--- config.mk ---
export PLATFORM = sky130hd
export DESIGN_NAME = mem_stage_access_ctrl
export DESIGN_NICKNAME = d
export VERILOG_FILES = /design/src/rtl/mem_stage_access_ctrl_pkg.sv /design/src/rtl/mem_stage_access_ctrl_timeout_counter.sv /design/src/rtl/mem_stage_access_ctrl.sv
export SDC_FILE = /design/constraint.sdc
export NUM_CORES = 1
export LEC_CHECK = 0
export BUFFER_PORTS_ARGS = -buffer_cell sky130_fd_sc_hd__buf_2
export CORE_UTILIZATION = 45
export CTS_CLUSTER_DIAMETER = 30
export DETAILED_ROUTE_END_ITERATION = 7
export PLACE_DENSITY = 0.9
export SLEW_MARGIN = 10
export SYNTH_ARGS = -nofsm -noshare
export SYNTH_HDL_FRONTEND = slang
export SYNTH_SLANG_ARGS = --single-unit
--- constraint.sdc ---
create_clock -name clk -period 3.1 [get_ports clk]
set_clock_uncertainty 0.1 [all_clocks]
set_input_delay 0.31 -clock clk [delete_from_list [all_inputs] [get_ports clk]]
set_output_delay 0.31 -clock clk [all_outputs]
set_load 0.05 [all_outputs]
--- src/rtl/mem_stage_access_ctrl_pkg.sv ---
// Shared types and defaults for the memory-stage access controller.
// The optional transaction timeout is enabled with the MEM_TIMEOUT_EN macro.

package mem_stage_pkg;

   typedef enum logic [1:0] {
      IDLE = 2'd0,
      BUSY = 2'd1,
      DONE = 2'd2
   } mem_state_t;

   localparam int DEFAULT_N       = 24;
   localparam int DEFAULT_TIMEOUT = 255;

   // Timeout counter width: wide enough for the terminal count, never below 8 bits
   function automatic int timeout_cnt_width(input int timeout);
      int w;
      w = $clog2(timeout);
      return (w < 8) ? 8 : w;
   endfunction

endpackage

--- src/rtl/mem_stage_access_ctrl_timeout_counter.sv ---
// Wait-cycle counter for a memory transaction in flight.
// Used by mem_stage_access_ctrl only when MEM_TIMEOUT_EN is defined.
// The terminal output goes high while the count equals TERMINAL.

module mem_timeout_counter #(
   parameter int WIDTH    = 8,
   parameter int TERMINAL = 254
) (
   input  logic clk,
   input  logic rst,
   input  logic clear,
   input  logic enable,
   output logic terminal
);

   localparam logic [WIDTH-1:0] TC = WIDTH'(TERMINAL);

   logic [WIDTH-1:0] count;

   // Clear takes priority so every new transaction starts counting from zero
   always_ff @(posedge clk or posedge rst) begin
      if (rst) begin
         count <= '0;
      end else if (clear) begin
         count <= '0;
      end else if (enable) begin
         count <= count + 1'b1;
      end
   end

   assign terminal = (count == TC);

endmodule

--- src/rtl/mem_stage_access_ctrl.sv ---
// Memory-stage access controller: turns a load/store in the M stage into a
// req/ack transaction on a variable-latency data memory. It stalls the
// pipeline until the access completes and hands load data to MEM/WB.
// Optional feature: define MEM_TIMEOUT_EN to abort transactions that see no
// ack within TIMEOUT busy cycles. MemErrM then flags the abort until reset.

module mem_stage_access_ctrl
   import mem_stage_pkg::*;
#(
   parameter int N       = DEFAULT_N,
   parameter int TIMEOUT = DEFAULT_TIMEOUT
) (
   input  logic         clk,
   input  logic         rst,
   input  logic         MemtoRegM,
   input  logic         MemWriteM,
   input  logic [N-1:0] ALUResultM,
   input  logic [N-1:0] WriteDataM,
   output logic         StallM,
   output logic [N-1:0] ReadDataM,
   output logic         ReadValidM,
   output logic         MemErrM,
   output logic         mem_req,
   output logic         mem_we,
   output logic [N-1:0] mem_addr,
   output logic [N-1:0] mem_wdata,
   input  logic         mem_ack,
   input  logic [N-1:0] mem_rdata
);

   // A zero timeout would leave no busy cycle to wait in
   if (TIMEOUT < 1) begin : g_bad_timeout
      $error("mem_stage_access_ctrl: TIMEOUT must be at least 1");
   end

   mem_state_t state;
   mem_state_t next_state;

   logic access;
   logic timeout_hit;

   // A store takes precedence when both control bits are set
   assign access = MemtoRegM | MemWriteM;

`ifdef MEM_TIMEOUT_EN
   localparam int CNT_W = timeout_cnt_width(TIMEOUT);

   logic cnt_clear;
   logic cnt_enable;
   logic cnt_terminal;

   assign cnt_clear  = (state != BUSY);
   assign cnt_enable = (state == BUSY) && !mem_ack;

   mem_timeout_counter #(
      .WIDTH    (CNT_W),
      .TERMINAL (TIMEOUT - 1)
   ) u_timeout (
      .clk      (clk),
      .rst      (rst),
      .clear    (cnt_clear),
      .enable   (cnt_enable),
      .terminal (cnt_terminal)
   );

   assign timeout_hit = (state == BUSY) && cnt_terminal && !mem_ack;

   // Sticky error flag: an abort stays visible until the next reset
   always_ff @(posedge clk or posedge rst) begin
      if (rst) begin
         MemErrM <= 1'b0;
      end else if (timeout_hit) begin
         MemErrM <= 1'b1;
      end
   end
`else
   assign timeout_hit = 1'b0;
   assign MemErrM     = 1'b0;
`endif

   // State register
   always_ff @(posedge clk or posedge rst) begin
      if (rst) begin
         state <= IDLE;
      end else begin
         state <= next_state;
      end
   end

   // Next-state logic: DONE always returns to IDLE so no access is issued twice
   always_comb begin
      next_state = state;
      case (state)
         IDLE: begin
            if (access) begin
               next_state = BUSY;
            end
         end
         BUSY: begin
            if (mem_ack || timeout_hit) begin
               next_state = DONE;
            end
         end
         DONE: begin
            next_state = IDLE;
         end
         default: begin
            next_state = IDLE;
         end
      endcase
   end

   // Stall output: the pipeline moves only in the single DONE cycle
   always_comb begin
      StallM = access && (state != DONE);
   end

   // Registered memory-port and load-data outputs; a cleared mem_we marks a read
   always_ff @(posedge clk or posedge rst) begin
      if (rst) begin
         mem_req    <= 1'b0;
         mem_we     <= 1'b0;
         mem_addr   <= '0;
         mem_wdata  <= '0;
         ReadDataM  <= '0;
         ReadValidM <= 1'b0;
      end else begin
         case (state)
            IDLE: begin
               if (access) begin
                  mem_req   <= 1'b1;
                  mem_we    <= MemWriteM;
                  mem_addr  <= ALUResultM;
                  mem_wdata <= WriteDataM;
               end else begin
                  mem_req <= 1'b0;
               end
            end
            BUSY: begin
               if (mem_ack) begin
                  mem_req <= 1'b0;
                  if (!mem_we) begin
                     ReadDataM  <= mem_rdata;
                     ReadValidM <= 1'b1;
                  end
               end else if (timeout_hit) begin
                  mem_req <= 1'b0;
                  if (!mem_we) begin
                     ReadDataM  <= '0;
                     ReadValidM <= 1'b1;
                  end
               end
            end
            DONE: begin
               ReadValidM <= 1'b0;
            end
            default: begin
               mem_req    <= 1'b0;
               ReadValidM <= 1'b0;
            end
         endcase
      end
   end

endmodule

# Word-level counts from Yosys, hierarchy flattened
# Index checks and enable logic that the tools add are counted.
[totals]
register_bits = 77
latch_bits = 0
ramBits = 0
rom_bits = 0
elab_cells = 33
mem_count = 0
[classes]
n_addsub = 0
multipliers = 0
div = 0
n_lt_le_gt_ge = 0
eq_ne = 6
shifts = 0
muxes = 9
bitwise_logic = 4
n_reduce_logical = 7
[op_table]
columns = ["op", "n"]
rows = [
  ["$ne A2 B2 Y1 const B", 4],
  ["$reduce_and A2 Y1", 3],
  ["$reduce_and A3 Y1", 2],
  ["$mux W1", 4],
  ["$mux W2", 2],
  ["$pmux W2 S2", 1],
  ["$not A1 Y1", 3],
  ["$pmux W1 S3", 1],
  ["$eq A2 B1 Y1 const B", 1],
  ["$eq A2 B2 Y1 const B", 1],
  ["$logic_not A2 Y1", 1],
  ["$pmux W1 S2", 1],
  ["$logic_and A1 B1 Y1", 1],
  ["$or A1 B1 Y1", 1],
]

# Longest topological paths before layout
# Gate-level depths: netlist (run 1).
[depth]
word_depth = 3
ltp_mapped = 6
mapped_depth_nobuf = 3

# Worst setup path after synthesis (run 1)
# No wires, ideal clock.
[synth_timing]
path_kind = "flip-flop to output port"
start = "reg state[0]"
end = "out StallM"
arrival_time_ns = 1.326
t_required_ns = 2.690
path_slack_ns = 1.364
stages_incl_launch_ff = 3
n_path_buf = 0
cell_sequence = "dfrtp_1 -> and2b_1 -> nor2_1"
[synth_via]
elab_chain_cells = 2
[synth_lines]
columns = ["element", "line", "source"]
rows = [
  ["start, declared", "mem_stage_access_ctrl.sv:36", "mem_state_t state;"],
  ["start signal, assigned", "mem_stage_access_ctrl.sv:86", "state <= next_state;"],
  ["$ne A2 B2 Y1", "mem_stage_access_ctrl.sv:115", "StallM = access && (state != DONE);"],
  ["$logic_and A1 B1 Y1", "mem_stage_access_ctrl.sv:115", ""],
  ["end, declared", "mem_stage_access_ctrl.sv:19", "output logic StallM,"],
]
# Every way passes these cells.

# Final worst setup path (run 1)
[layout_timing]
start = "reg state[1]"
end = "reg mem_wdata[1]"
[layout_via]
elab_chain_cells = 2
[layout_lines]
columns = ["element", "line", "source"]
rows = [
  ["$logic_not A2 Y1", "mem_stage_access_ctrl.sv:128", "case (state)"],
  ["$reduce_and A2 Y1 (no line)", "-", ""],
  ["end signal, assigned", "mem_stage_access_ctrl.sv:134", "mem_wdata <= WriteDataM;"],
  ["end, declared", "mem_stage_access_ctrl.sv:26", "output logic [N-1:0] mem_wdata,"],
]
# Every way passes these cells.
# A chain may end at the register's enable or synchronous reset.

==> results of run 1 <==
## routing by layer
| layer | track usage (%) | vias to the layer above | wire length (µm) |
|---|---|---|---|
| li1 | - | 929 | - |
| met5 | 0 | - | 0 |
| met2 | 31.7 | 93 | 3000 |
| met3 | 5.17 | 10 | 419 |
| met1 | 21.0 | 964 | 2310 |
| met4 | 7.52 | 0 | 86 |
## synth_stat cells, drive strengths merged
cell   instances  area (µm²)
a21o           1        7.51
a21oi          1        5.00
a31oi          1        6.26
and2b          1        7.51
buf            9        75.1
conb           1        3.75
dfrtp         77        1930
inv            2        7.51
mux2          72         811
nand2          2        15.0
nand3          2        10.0
nor2           7        33.8
nor3           1        16.3
o21ai          1        8.76
o31ai          1        7.51
## stage by stage
stage          cells  setup slack (ps)  instance area (µm²)  utilization, %
2_1_floorplan    179               723                 2940               -
3_3_place_gp     402              1190                 3750            59.5
3_5_place_dp     402              1160                 3750            59.5
4_1_cts          416              1150                 3900            61.8
5_1_grt          416              1080                 3900            61.8
6_report         416              1180                 3900            61.8
## area by class of cell
class / count / area, µm² / share of cell area (%)
Clock buffer: 11 / 131 / 3.37
Clock inverter: 3 / 15.0 / 0.385
Inverter: 2 / 8.76 / 0.225
Multi-Input combinational cell: 91 / 940 / 24.1
Sequential cell: 77 / 1930 / 49.4
Tap cell: 77 / 96.3 / 2.47
Timing Repair Buffer: 155 / 783 / 20.1
## cells by family (layout without fill, tap and decap cells)
group	Yosys count	count (layout)
simple gates	13	13
other cells	1	1
flops	77	77
buf+inv	11	171
compound gates	5	5
mux	72	72
## worst register-to-register path: cells and delay by family, from the launching register on
family / cells / cell delay, ps
compound gates: 1 / 160
buf+inv: 1 / 490
flops: 1 / 540
mux: 1 / 420
simple gates: 1 / 90
## sequential cells by signal (all words and copies together) (netlist names)
| signal | count |
|---|---|
| ReadDataM | 24 |
| ReadValidM | 1 |
| mem_addr | 24 |
| mem_req | 1 |
| mem_wdata | 24 |
| mem_we | 1 |
| state | 2 |
## worst min-delay path by stage
stage	startpoint	endpoint
2_1_floorplan	MemWriteM	mem_we
3_3_place_gp	ReadDataM[19]	ReadDataM[19]
3_5_place_dp	ReadDataM[11]	ReadDataM[11]
4_1_cts	WriteDataM[13]	mem_wdata[13]
5_1_grt	mem_rdata[11]	ReadDataM[11]
6_report	WriteDataM[13]	mem_wdata[13]
==> flow_summary.ini, run 1 <==
[timing]
fin_crit_ps = 1920
fin_crit_sh_pct = 61.9
hold_ws_ps = 91.4
slew_violations = 0
setup_total_negative_slack_ps = 0
hold_violations = 0
setup_viol = 0
tightest_slew_ps = 1050
slew_headroom_pct = 29.7
grt_setup_unrepaired = false
fmax_mhz = 521

[cells_and_area]
syn_to_final_growth_pct = 32.6
final_cell_mix = buf_2 (152), dfrtp_1 (77), mux2_2 (68), clkbuf_8 (9), nor2_1 (6)
final_common_cell = buf_2
fin_nets = 413
insertedDiodeCount = 0
nFillCells = 522
drive_above_1_share_pct = 70.8

[floorplan]
io_pins = 154
fp.dieW_um = 82.9
start_util_pct = 46.6
dieArea_um2 = 6860
rows = 29
chipHeight_um = 82.9
core_um2 = 6310

[yosys]
syn-cell-area_um2 = 2940
avgSynthCellArea_um2 = 16.4
yosysSeqAreaShare_pct = 65.5
yosysWarnings = 0
synth_nets = 256
synth_compound_gate_area_share_pct = 1.19
synth_xor_area_share_pct = 0
postSynthCellCount = 179
synth-simple-area-share_pct = 2.81
ys_seq_elements = 77
synth.distinct_cells = 20
synth_adder_area_share_pct = 0
synth_top_family_by_area = multiplexers
muxShareOfSynthArea_pct = 27.6

[clock_network]
clk_pin_slew_ps = 70
cts_setup_buffers = 0
numCtsBuffers = 9
clock_latency_ps = 330
cts-root-buf = clkbuf_8
cts-htree-levels = 3
cts_hold_buffers = 0
ctsResizeCount = 0
cts_tree = done
clk_path_buf_depth = 2
cts.sinks = 77

[flow_run]
max_cap_violations = 0

[setup_path]
cp_cell_sequence = nor2_4 -> o21ai_4 -> buf_4 -> mux2_2
cp-endpoint = mem_wdata[1]
critPathMaxFanout = 39
cpPeakStageDelay_ps = 540
slowest_stage = dfrtp_1
cp-start-kind = register
r2r_cells = 4
cp_top_family = flip-flops
arrival_ps = 2030
critPathBufInv = 1
r2r_setup_slack_ps = 1180
cp-end-kind = register
crit_required_ps = 3210
r2r-start = state[1]
r2r_end = mem_wdata[1]
path_depth = 4
startpoint = state[1]
worstSetupPathType = register to register

[detailed_routing]
drtAntennaViolNets = 0
dr.first_iter.drc_count = 44
routedWlPerCell_um = 14.0
vias = 1996
drcViolationCount = 0
wirelength_um = 5820
avgViaCountPerCell = 4.80
dr.pass1.iters = 4

[outcome]
status = finished clean

[global_route]
grt_pass1_wl_um = 9830
grt_util_all_layers_pct = 18.2
antenna_found_initial = 0
grt_max_degree = 65
grt-ovfl-total = 0
grt_pass1_vias = 2169

[place]
hpwl_um = 4210
place.gp.congestion = 0.689
io_buffers = 152

[hold_path]
min_delay_path_depth = 2
hold_path.class = input pin to register
Power of run 1 is not shown: default switching activity piles up to over one toggle a cycle in this logic, so the estimate is an artifact.
==> run 2, diff against run 1 <==
--- a/config.mk
+++ b/config.mk
@@ -5,11 +5,12 @@
 export SDC_FILE = /design/constraint.sdc
 export NUM_CORES = 1
 export LEC_CHECK = 0
+export ABC_AREA = 1
 export BUFFER_PORTS_ARGS = -buffer_cell sky130_fd_sc_hd__buf_2
-export CORE_UTILIZATION = 45
+export CORE_UTILIZATION = 41
 export CTS_CLUSTER_DIAMETER = 30
 export DETAILED_ROUTE_END_ITERATION = 7
-export PLACE_DENSITY = 0.9
+export PLACE_DENSITY = 0.86
 export SLEW_MARGIN = 10
 export SYNTH_ARGS = -nofsm -noshare
 export SYNTH_HDL_FRONTEND = slang
==> constraint.sdc (replaced) <==
create_clock -name clk -period 1.6 [get_ports clk]
set_clock_uncertainty 0.1 [all_clocks]
set_input_delay 0.16 -clock clk [delete_from_list [all_inputs] [get_ports clk]]
set_output_delay 0.16 -clock clk [all_outputs]
set_load 0.05 [all_outputs]
==> run 2 against run 1 <==
Against the previous run:
- cell area is 25% higher
- setup slack got worse by 1100 ps
- routed wire length rose by 60%
- synthesized cell count rose by 90%
- global-route usage up 4.8 points
- clock-buffer cell count is 1 lower
- die area is 15% higher
- first-iteration DRC count grew to 3.3 times the previous value
- worst hold slack worse by 73 ps
- core utilization up 5.2 points
- highest routed layer unchanged
==> flow_summary.ini, run 2 <==
[yosys]
synth_nets = 417
synth_top_family_by_area = simple AND/OR/NAND/NOR gates
synth_compound_gate_area_share_pct = 0.161
ys_seq_elements = 77
synth-simple-area-share_pct = 31.8
synth_area_leader_cell = dfrtp_1
synthFlopType = dfrtp_1
muxShareOfSynthArea_pct = 0
synth_most_common_cell = nand2_1
postSynthCellCount = 340
netlist_top_cells_area = dfrtp_1 (62%), nand2_1 (18%), nand3_1 (12%)
ys_async_sr_fraction_pct = 100
synth_xor_area_share_pct = 0
synth_top_area_share_pct = 62.0
yosysSeqAreaShare_pct = 62.0
syn-cell-area_um2 = 3110
synth_adder_area_share_pct = 0
synth_edf_count = 0
synth.distinct_cells = 16
avgSynthCellArea_um2 = 9.13
yosysWarnings = 0
yosys-top-cells-count = nand2_1 (153), dfrtp_1 (77), nand3_1 (73)

[global_route]
grt_pass1_wl_um = 13700
grt-ovfl-total = 0
grt_util_all_layers_pct = 23.0
grt_pass1_vias = 3005
antenna_found_initial = 0
grt_max_degree = 78

[timing]
fin_crit_sh_pct = 93.5
setup_viol = 0
setup_total_negative_slack_ps = 0
grt_setup_unrepaired = false
fin_crit_ps = 1500
hold_violations = 0
fmax_mhz = 668
slew_violations = 0

[pwr]
power.switching_mw = 6.23
p_per_area_nw_per_um2 = 2320
netSwitchingFraction_pct = 54.9
peakVddDrop_mv = 1.14
power_frac_comb_pct = 57.2
cellLeakagePower_nw = 2.74
p_clk_share_pct = 12.7
power_frac_seq_pct = 30.1
finalPower_mw = 11.4
p_int_mw = 5.13

[place]
place.gp.congestion = 0.723
io_buffers = 152
hpwl_um = 5050

[detailed_routing]
routedLengthMet1_um = 3650
highest_layer = met4
met3_length_um = 756
wirelength_um = 9310
dr.pass1.iters = 5
met2_wirelength_um = 4560
avgViaCountPerCell = 4.75
routedWlPerCell_um = 13.9
dr.first_iter.drc_count = 147
drcViolationCount = 0
vias = 3182
drtAntennaViolNets = 0

[clock_network]
cts-htree-levels = 3
clk_pin_slew_ps = 80
cts.sinks = 77
numCtsBuffers = 9
clock_latency_ps = 330
clk_path_buf_depth = 2
cts-root-buf = clkbuf_8
cts_tree = done

[setup_path]
arrival_ps = 1240
crit_required_ps = 1340
r2r_cells = 6
cp-start-kind = register
cpPeakStageDelay_ps = 470
critPathBufInv = 1
slowest_stage = dfrtp_2
r2r-start = state[0]
cp_top_family = flip-flops
r2r_setup_slack_ps = 190
critPathMaxFanout = 5
cp-end-kind = output port
worstSetupPathType = register to output port
cp_cell_sequence = nand2_1 -> and2_1 -> buf_4
r2r_end = ReadDataM[16]

[cells_and_area]
drive_above_1_share_pct = 32.6
final_cell_mix = nand2_1 (153), buf_2 (151), dfrtp_1 (76), dlygate4sd3_1 (74), nand3_1 (73)
syn_to_final_growth_pct = 57.3
fin_nets = 642
final_common_cell = nand2_1
top_regs = ReadDataM: 24 flops, mem_addr: 24 flops, mem_wdata: 24 flops

[hold_path]
hold-path-endpoint = state[1]
min_delay_path_depth = 3
worstHoldStart = mem_ack
hold_path.class = input pin to register

[floorplan]
io_pins = 154
core_um2 = 7290
rows = 31
fp.dieW_um = 89.0
start_util_pct = 42.6
chipHeight_um = 89.0
dieArea_um2 = 7930

[flow_run]
max_cap_violations = 0

[outcome]
status = finished clean
==> run 2: cell families after synthesis <==
logic type             count (synthesis)
AND/OR/NAND/NOR                      233
buffers and inverters                 28
flip-flops                            77
AO/OA/AOI/OAI                          1
other                                  1
==> run 2: cell type report <==
type / count / area [µm²]
Clock inverter: 6 / 62.6
Timing Repair Buffer: 236 / 1600
Clock buffer: 10 / 138
Multi-Input combinational cell: 235 / 1000
Sequential cell: 77 / 1930
Fill cell: 553 / 2410
Tap cell: 99 / 124
Inverter: 6 / 26.3
Antenna cell: 1 / 2.50
==> run 2: what timing repair did <==
action,CTS,global route
resized for setup,0,3
buffers inserted,0,2
hold buffers,74,0
endpoints found under the setup margin,0,1
endpoints found under the hold margin,150,0
==> run 2: metrics by stage <==
step	std cells	util (%)	worst slack [ps]	instance area, µm²	hold slack, ps
6_report	670	67.0	104	4890	17.9
5_1_grt	669	67.0	26.1	4880	43.6
4_1_cts	667	66.7	0.312	4860	6.65
3_5_place_dp	577	53.8	277	3920	205
3_3_place_gp	577	53.8	305	3920	192
2_1_floorplan	340	-	136	3110	205
==> run 2: layer usage <==
layer  global-route usage (%)  up-vias
li1                         -     1527
met1                     24.4     1461
met5                        0        -
met4                     12.4        0
met3                     6.65       37
met2                     41.3      157
==> run 2: worst register-to-register path: cells and delay by family, from the launching register on <==
kind / cells / cell delay [ps]
and+or+nand+nor: 4 / 630
buffers and inverters: 2 / 180
DFF: 1 / 380
==> run 2: power by group through the flow <==
| stage | logic [mW] | clock network, mW | registers, mW |
|---|---|---|---|
| finish | 6.50 | 1.44 | 3.41 |
| global route | 6.93 | 1.57 | 3.52 |
| CTS | 6.39 | 1.48 | 3.38 |
| detailed placement | 6.26 | 0 | 3.39 |
| global placement | 6.14 | 0 | 3.37 |
| floorplan | 1.72 | 0 | 6.56 |
==> run 2: worst max-delay path by stage <==
stage / startpoint / end / cells past startpoint / slack (ps)
after floorplan: mem_we / ReadDataM[0] / 5 / 140
after global placement: state[1] / mem_we / 5 / 310
after detailed placement: state[1] / ReadDataM[18] / 4 / 280
after CTS: state[1] / StallM / 3 / 0.3
after global routing: state[0] / StallM / 4 / 30
final: state[1] / StallM / 3 / 100
(Power assumes the default switching activity.)
